`config.mk`:
```
export PLATFORM = sky130hd
export DESIGN_NAME = fixed_point_accumulator
export DESIGN_NICKNAME = d
export VERILOG_FILES = /design/src/rtl/fixed_point_accumulator.sv
export SDC_FILE = /design/constraint.sdc
export NUM_CORES = 1
export LEC_CHECK = 0
export BUFFER_PORTS_ARGS = -buffer_cell sky130_fd_sc_hd__buf_2
export CORE_MARGIN = 2
export CORE_UTILIZATION = 60
export CTS_CLUSTER_DIAMETER = 100
export DETAILED_ROUTE_END_ITERATION = 10
export MAX_ROUTING_LAYER = met4
export PLACE_DENSITY_LB_ADDON = 0.25
export SYNTH_ARGS = -nofsm -noshare
export SYNTH_HDL_FRONTEND = slang
export SYNTH_SLANG_ARGS = --single-unit
```
`constraint.sdc`:
```
create_clock -name clk -period 3.3 [get_ports clk]
set_input_delay 0 -clock clk [delete_from_list [all_inputs] [get_ports clk]]
set_output_delay 0 -clock clk [all_outputs]
set_load 0.02 [all_outputs]
```
`src/rtl/fixed_point_accumulator.sv`:
```
// fixed_point_accumulator: pipelined signed vector summer with a guard-bit saturating accumulator
// and a final WIDTH reduction (saturate or wrap); two cycles from last term to Out_Valid.
module fixed_point_accumulator #(
    parameter int WIDTH    = 26,
    parameter int FRAC     = 18,
    parameter int GUARD    = 4,
    parameter int SATURATE = 1
) (
    input  logic             clk,
    input  logic             GlobalReset,
    input  logic             Clear,
    input  logic [WIDTH-1:0] Port1,
    input  logic             In_Valid,
    input  logic             In_Last,
    output logic [WIDTH-1:0] Output_syn,
    output logic             Out_Valid,
    output logic             Sat_Flag
);
    localparam int AW = WIDTH + GUARD;
    localparam logic [AW-1:0] ACC_MAX = {1'b0, {(AW-1){1'b1}}};
    localparam logic [AW-1:0] ACC_MIN = {1'b1, {(AW-1){1'b0}}};
    localparam logic [WIDTH-1:0] OUT_MAX = {1'b0, {(WIDTH-1){1'b1}}};
    localparam logic [WIDTH-1:0] OUT_MIN = {1'b1, {(WIDTH-1){1'b0}}};

    // FRAC only documents the binary point; input and output share it, so no shifting occurs.
    if (FRAC < 0 || FRAC >= WIDTH) begin : g_bad_frac
        $error("FRAC must lie in [0, WIDTH)");
    end

    logic [WIDTH-1:0] s1_data;
    logic             s1_valid;
    logic             s1_last;
    logic [AW-1:0]    acc;
    logic             sticky;
    logic [AW-1:0]    fin_sum;
    logic             fin_sticky;
    logic             fin_valid;
    logic [AW:0]      sum_ext;
    logic             ovf;
    logic [AW-1:0]    acc_next;
    logic             fits;
    logic [WIDTH-1:0] reduced;

    always_comb begin
        sum_ext  = {acc[AW-1], acc} + {{(GUARD+1){s1_data[WIDTH-1]}}, s1_data};
        ovf      = sum_ext[AW] ^ sum_ext[AW-1];
        acc_next = ovf ? (sum_ext[AW] ? ACC_MIN : ACC_MAX) : sum_ext[AW-1:0];
        fits     = (&fin_sum[AW-1:WIDTH-1]) | ~(|fin_sum[AW-1:WIDTH-1]);
        reduced  = (SATURATE != 0 && !fits) ? (fin_sum[AW-1] ? OUT_MIN : OUT_MAX) : fin_sum[WIDTH-1:0];
    end

    always_ff @(posedge clk or negedge GlobalReset) begin
        if (!GlobalReset) begin
            s1_data  <= '0;
            s1_valid <= 1'b0;
            s1_last  <= 1'b0;
        end else begin
            s1_data  <= Port1;
            s1_valid <= In_Valid & ~Clear;
            s1_last  <= In_Valid & In_Last;
        end
    end

    // A last term clears the accumulator in the same edge it closes the sum, so the next term starts at 0.
    always_ff @(posedge clk or negedge GlobalReset) begin
        if (!GlobalReset) begin
            acc        <= '0;
            sticky     <= 1'b0;
            fin_sum    <= '0;
            fin_sticky <= 1'b0;
            fin_valid  <= 1'b0;
        end else begin
            fin_valid <= s1_valid & s1_last & ~Clear;
            if (Clear) begin
                acc    <= '0;
                sticky <= 1'b0;
            end else if (s1_valid) begin
                acc    <= s1_last ? '0 : acc_next;
                sticky <= ~s1_last & (sticky | ovf);
                if (s1_last) begin
                    fin_sum    <= acc_next;
                    fin_sticky <= sticky | ovf;
                end
            end
        end
    end

    always_ff @(posedge clk or negedge GlobalReset) begin
        if (!GlobalReset) begin
            Output_syn <= '0;
            Out_Valid  <= 1'b0;
            Sat_Flag   <= 1'b0;
        end else begin
            Out_Valid <= fin_valid;
            Sat_Flag  <= fin_valid & (fin_sticky | ~fits);
            if (fin_valid) Output_syn <= reduced;
        end
    end
endmodule

```
=== After elaboration in Yosys (flattened, before gate mapping) ===
Cells that the tools add are included.
W data, S select, Z words.

* Bits in registers: 119
* Bits of input ports: 31
* Logic and storage cells: 39
* Output and inout port bits: 28

* $add $sub $neg: 1
* Reduce and logical (&&, ||, !) cells: 4
* Multiplexer cells: 9
* Bitwise logic cells: 14

{| class="wikitable"
|+ Operators by type and width
! cell !! number
|-
| $mux W30 || 5
|-
| $mux W26 || 2
|-
| $add A30 B26 Y31 || 1
|-
| $and A1 B1 Y1 || 6
|-
| $reduce_and A5 Y1 || 1
|-
| $reduce_or A5 Y1 || 1
|-
| $not A1 Y1 || 4
|-
| $or A1 B1 Y1 || 3
|-
| $reduce_and A3 Y1 || 1
|-
| $mux W1 || 2
|-
| $reduce_bool A2 Y1 || 1
|-
| $xor A1 B1 Y1 || 1
|}

=== Depth between registers and ports, before layout ===
Gate-level depths: netlist of the first run.

* Depth after elaboration: 6
* Depth in mapped cells: 13
* Depth with buffers taken out: 10

=== Least setup slack after synthesis of the first run ===
No wires, ideal clock.

* Kind: reg2reg
* From: register s1_data[0]
* To: register acc[20]
* Path buffers: 2
* Clock period less this slack: 2.954 ns
* Data required time: 3.174 ns
* Cell stages (with the launch flop): 13
* Library setup time: 0.126 ns
* Path slack: 0.346 ns
* Data arrival time: 2.828 ns
* Cell sequence: dfrtp_1 > ha_1 > fa_1 > a211oi_1 > o211ai_1 > a32oi_2 > a211o_2 > and2_2 > and3_1 > buf_4 > nor3_4 > buf_6 > a221o_1

* Word-level cells in the longest chain between the ends: 6
* Elaborated cells on any way between the ends: 7
* Classes of those cells: 1 x add/sub; 5 x mux; 1 x bitwise

{| class="wikitable"
|+ RTL lines
! what !! RTL line !! source
|-
| start, declared || 30 || <nowiki>logic [WIDTH-1:0] s1_data;</nowiki>
|-
| start signal, assigned || 58 || <nowiki>s1_data <= Port1;</nowiki>
|-
| $add A30 B26 Y31 * || 45 || <nowiki>sum_ext = {acc[AW-1], acc} + {{(GUARD+1){s1_data[WIDTH-1]}}, s1_data};</nowiki>
|-
| $mux W30 / $xor A1 B1 Y1 (equally long branches) || 47, 46 ||
|-
| $mux W30 * || 47 || <nowiki>acc_next = ovf ? (sum_ext[AW] ? ACC_MIN : ACC_MAX) : sum_ext[AW-1:0];</nowiki>
|-
| $mux W30 * || 78 || <nowiki>acc <= s1_last ? '0 : acc_next;</nowiki>
|-
| $mux W30 * || 77 || <nowiki>end else if (s1_valid) begin</nowiki>
|-
| $mux W30 * || 74 || <nowiki>if (Clear) begin</nowiki>
|-
| end signal, assigned || 78 ||
|-
| end, declared || 33 || <nowiki>logic [AW-1:0] acc;</nowiki>
|}

Every way passes the cells marked *; elsewhere a longest branch is shown, timed or not. The select of a mux whose other input is x is not followed.
A chain may end at the register's enable or synchronous reset.

=== Final worst setup path of the first run ===
* From: register s1_data[25]
* To: register acc[0]

Same word-level chain as after synthesis.

==> results.yml, run 1 <==
power_and_ir_drop:
  irDropWorstVdd_uv: 318
  power.density_nw_per_um2: 657
  power_leakage_uw: 0.00365
logic_synthesis:
  avgSynthCellArea_sq_um: 10.1
  synthFlopType: "dfrtp_1"
  synthCells: 618
  netlist_top_cells_count: "dfrtp_1, nor2_1, a21oi_1"
  synthMostInstantiatedCell: "dfrtp_1"
  synth_fp_nets: 680
  synth_edf_count: 0
  synth_seq_area_share: 0.476
  async_flop_share: 1.00
  yosys.cell_types.count: 71
  netlist_area_sq_um: 6260
  yosys.area.top_type_share: 0.476
  synth_area_leader_cell: "dfrtp_1"
  synth_area_leaders: "dfrtp_1, ha_1, nor2_1, a21oi_1, o21ai_0"
  yosys_warnings: 0
  ys_ff_latch: 119
place:
  hpwl_mm: 10.3
  place_worst_setup_slack_ns: -0.0118
  portBuffers: 58
  gp_congestion: 0.912
global_routing:
  grt.overflow.total: 0
  grt_max_degree: 67
  grt_pass1_vias: 5181
  grt_pass1_wl_mm: 25.8
  antenna_found_initial: 0
  grt_util_all_layers: 0.301
drt:
  ant_nets: 0
  vias: 5277
  drcViolationCount: 0
  post_drt_wl_per_cell_microns: 17.3
  vias_per_cell: 6.01
  drt_pre_antenna_iters: 5
  routed_wl_mm: 15.2
  drtIter0Drc: 369
cts:
  htreeDepth: 4
  cts.sinks: 119
  clk_latency_ns: 0.52
  cts.reportedPaths.clkPinSlew_ns: 0.06
  cts_buffers: 17
  cts.path.max_buffers: 2
  cts_tree: "done"
  clock-root-buffer: "clkbuf_8"
setup_path:
  crit_family: "compound AO/OA/AOI/OAI gates"
  crit_required_ns: 3.70
  arrival_ns: 3.52
  reg2reg_slack_ns: 0.18
  startpoint: "s1_data[25]"
  crit_slowest_cell: "dfrtp_1"
  crit_type: "flip-flop to flip-flop"
  reg2reg_from: "s1_data[25]"
  start_kind: "flip-flop"
  crit_cells: 10
  crit_path_cell_trace: "ha_1 -> buf_4 -> a21oi_1 -> o21ai_0 -> a211oi_1 -> o21ba_2 -> and2_2 -> and3_1 -> nor3_4 -> a221o_1"
  crit_fanout: 11
  cp.buffers_inverters: 1
  reg2reg_depth: 10
  max_stage_delay_ns: 0.45
  critPathCaptureType: "flip-flop"
hold_path:
  hp-start: "Port1[23]"
  worstHoldPathType: "input port to flip-flop"
  hold_depth: 2
timing:
  worstMarginPinSlew_ns: 0.847
  final.setup.worst_slack_ns: 0.175
  hold_viol_final: 0
  slew_viol_final: 0
  slew_headroom: 0.435
  rsz0062_at_grt: "false"
  period_needed_ns: 3.12
  fmax_mhz: 320
  post-route-period-util: 0.947
  setup_viol: 0
  clock_skew_ns: 0.00653
  whs_ns: 0.112
finish:
  diodes: 0
  area_growth_pct: 24.5
  multi_input_area_sq_um: 3110
  n_fill_cell: 689
  nets: 791
  seqCellArea_sq_um: 2980
  drive_gt1_frac: 0.213
die:
  core_area_sq_um: 10200
  die-area_sq_um: 11300
  initial_core_util: 0.612
  rows: 37
  die_height_microns: 106
  pin_count: 59
  die_w_microns: 106
run_status:
  status: "finished clean"
job:
  timing.max_cap.violations: 0
==> final timing paths <==
path | end
max | acc[0]
min | s1_data[23]
max reg2reg | acc[0]
min reg2reg | acc[29]
max in group asynchronous | acc[7]
min in group asynchronous | fin_sum[21]
==> cell families after synthesis <==
| family | share of synthesized area |
|---|---|
| multiplexers | 0.00360 |
| AO/OA/AOI/OAI | 0.261 |
| buffers and inverters | 0.0342 |
| flip-flops | 0.476 |
| adder cells (fa/ha/maj) | 0.0631 |
| AND/OR/NAND/NOR | 0.127 |
| XOR/XNOR | 0.0364 |
==> what timing repair did <==
action	4_1_cts	5_1_grt
resized for setup	1	5
gates cloned	1	0
hold buffers	31	0
endpoints found under the hold margin	96	0
pin swaps	1	0
endpoints found under the setup margin	13	44
buffers inserted	0	0
==> cells in the final DEF, fill, tap and decap left out, types with 12 or more instances in the layout <==
cell,n
a221o_1,22
xnor2_1,13
a21oi_1,54
a21o_1,14
ha_1,30
nor2_1,83
o21ai_0,45
xor2_1,12
nand2_1,37
clkbuf_16,16
buf_2,57
dfrtp_1,119
dlygate4sd3_1,31
buf_4,36
a31oi_1,23
==> power by group <==
part / leakage, uW / switching (uW) / total [uW] / internal (uW)
registers: 0.00146 / 153 / 1880 / 1720
clock network: 0.000306 / 730 / 1980 / 1250
logic: 0.00189 / 759 / 1270 / 510
==> per-layer routing <==
layer	vias up	GRT usage	share of wire
li1	2507	-	-
met1	2531	0.399	0.45
met2	202	0.476	0.47
met3	37	0.0515	0.060
met4	0	0.0959	0.021
met5	-	-	0
==> sequential cells by signal (all words and copies together), names as in the netlist <==
name / count
Sat_Flag: 1
Out_Valid: 1
Output_syn: 26
fin_valid: 1
acc: 30
s1_last: 1
fin_sticky: 1
s1_data: 26
sticky: 1
s1_valid: 1
fin_sum: 30
==> cell type report <==
cell class / instances / area share
multi-input cells: 459 / 0.398
flip-flops and latches: 119 / 0.382
repair buffers: 125 / 0.114
clock buffers: 17 / 0.0531
clock inverters: 15 / 0.0275
well taps: 136 / 0.0218
inverters: 7 / 0.00337
==> stage by stage <==
step	power [uW]	TNS (ns)	instance area, sq um	std cells	util
after floorplan	2690	0	6260	618	-
after global placement	3060	0	6820	814	0.667
after detailed placement	3110	-0.0386	6820	814	0.667
after CTS	5120	0	7780	878	0.760
after global routing	5360	0	7790	878	0.762
final	5120	0	7790	878	0.762
(Power assumes the default switching activity.)
==> run 2: changes to the inputs <==
--- a/config.mk
+++ b/config.mk
@@ -7,9 +7,10 @@
 export LEC_CHECK = 0
 export BUFFER_PORTS_ARGS = -buffer_cell sky130_fd_sc_hd__buf_2
 export CORE_MARGIN = 2
-export CORE_UTILIZATION = 60
+export CORE_UTILIZATION = 54
 export CTS_CLUSTER_DIAMETER = 100
 export DETAILED_ROUTE_END_ITERATION = 10
+export GPL_TIMING_DRIVEN = 1
 export MAX_ROUTING_LAYER = met4
 export PLACE_DENSITY_LB_ADDON = 0.25
 export SYNTH_ARGS = -nofsm -noshare
==> constraint.sdc (replaced) <==
create_clock -name clk -period 2.75 [get_ports clk]
set_input_delay 0 -clock clk [delete_from_list [all_inputs] [get_ports clk]]
set_output_delay 0 -clock clk [all_outputs]
set_load 0.02 [all_outputs]
==> results.yml, run 2 (same netlist as run 1, synthesis figures left out) <==
place:
  place_worst_setup_slack_ns: -0.398
  portBuffers: 58
  gp_congestion: 0.858
  hpwl_mm: 11.3
timing:
  final.setup.worst_slack_ns: -0.157
  finalSetupTns_ns: -5.10
  setup_viol: 58
  slew_viol_final: 0
  worstMarginPinSlew_ns: 0.760
  hold_viol_final: 0
  whs_ns: 0.172
  post-route-period-util: 1.06
  rsz0062_at_grt: "true"
  slew_headroom: 0.492
  period_needed_ns: 2.91
  clock_skew_ns: 0.0128
  fmax_mhz: 344
finish:
  largestRegisters: "acc x30, fin_sum x30"
  final_cell_mix: "dfrtp_1, buf_4, nor2_1, buf_2, a21oi_1"
  area_growth_pct: 48.0
  drive_gt1_frac: 0.389
  nets: 888
  diodes: 0
  layout_commonest_cell: "dfrtp_1"
setup_path:
  crit_type: "flip-flop to flip-flop"
  cp.buffers_inverters: 2
  max_stage_delay_ns: 0.41
  reg2reg_slack_ns: -0.16
  crit_fanout: 3
  crit_top_cell: "a211oi_2"
  reg2reg_depth: 12
  timing.rr.end: "acc[22]"
  crit_required_ns: 3.05
  crit_slowest_cell: "dfrtp_1"
  startpoint: "acc[0]"
  arrival_ns: 3.21
  start_kind: "flip-flop"
  crit_family: "compound AO/OA/AOI/OAI gates"
  critPathCaptureType: "flip-flop"
  crit_path_cell_trace: "ha_4 -> fa_2 -> a211oi_2 -> o211ai_1 -> a32oi_2 -> buf_4 -> buf_6 -> a21oi_2 -> a211oi_2 -> xor2_1 -> nor4_1 -> a211o_1"
  reg2reg_from: "acc[0]"
die:
  die_height_microns: 112
  pin_count: 59
  rows: 39
  die_w_microns: 112
  initial_core_util: 0.551
  die-area_sq_um: 12500
  core_area_sq_um: 11400
cts:
  clock-root-buffer: "clkbuf_16"
  cts_buffers: 17
  cts.path.max_buffers: 2
  cts_tree: "done"
  cts.reportedPaths.clkPinSlew_ns: 0.06
  cts.sinks: 119
  htreeDepth: 4
  clk_latency_ns: 0.43
power_and_ir_drop:
  irDropWorstVdd_uv: 560
  power_leakage_uw: 0.00426
  power.density_nw_per_um2: 717
drt:
  ant_nets: 0
  drtIter0Drc: 472
  post_drt_wl_per_cell_microns: 19.3
  drt_pre_antenna_iters: 5
  vias_per_cell: 6.04
  vias: 5930
  drcViolationCount: 0
  routed_wl_mm: 18.9
global_routing:
  antenna_found_initial: 0
  grt.overflow.total: 0
  grt_pass1_vias: 5643
  grt_util_all_layers: 0.292
  grt_max_degree: 75
  grt_pass1_wl_mm: 27.9
hold_path:
  worstHoldPathType: "input port to async pin"
job:
  timing.max_cap.violations: 0
run_status:
  violations: "setup timing"
  status: "complete, but fails checks"
## run 2: worst max path at each step
stage                   to  slack, ns  cells after the start
2_1_floorplan      acc[20]      -0.11                     12
3_3_place_gp   fin_sum[25]      -0.38                     11
3_5_place_dp   fin_sum[25]      -0.40                     10
4_1_cts        fin_sum[25]      -0.11                     11
5_1_grt            acc[22]      -0.27                     12
6_report           acc[22]      -0.16                     12
## run 2: final cells by class
type / instances / area (sq um)
Clock buffer: 20 / 457
Clock inverter: 11 / 149
Fill cell: 621 / 2100
Inverter: 7 / 26.3
Multi-Input combinational cell: 460 / 3760
Sequential cell: 119 / 2980
Tap cell: 143 / 179
Timing Repair Buffer: 221 / 1720
## run 2: power breakdown
| part | internal, uW | switching (uW) | total (uW) |
|---|---|---|---|
| combinational | 922 | 1140 | 2070 |
| sequential | 2070 | 210 | 2280 |
| clock | 1470 | 828 | 2300 |
| total | 4460 | 2180 | 6640 |
## run 2: stage by stage
stage / power (uW) / area, sq um / util / std cells
2_1_floorplan: 3240 / 6290 / - / 618
3_3_place_gp: 3830 / 7480 / 0.658 / 901
3_5_place_dp: 3900 / 7480 / 0.658 / 901
4_1_cts: 6310 / 8750 / 0.769 / 972
5_1_grt: 6920 / 9270 / 0.815 / 981
6_report: 6640 / 9270 / 0.815 / 981
## run 2: timing repair
item	4_1_cts	5_1_grt
gates cloned	2	2
hold buffers	31	0
pin swaps	20	24
buffers inserted	7	7
setup endpoints to repair	57	60
resized for setup	54	74
hold endpoints to repair	74	0
## run 2: worst register-to-register path: cells and delay by family (launching register included)
family          cells  cell delay [ns]
xor+xnor            1             0.26
flops               1             0.41
compound gates      6             1.15
fa+ha+maj           2             0.59
buf+inv             2             0.27
simple gates        1             0.10
## run 2: layer usage
metal,vias to the layer above,global-route usage,part of all wire
met3,50,0.0555,0.067
met4,0,0.103,0.023
li1,2709,-,-
met1,2880,0.394,0.41
met2,291,0.446,0.49
met5,-,-,0
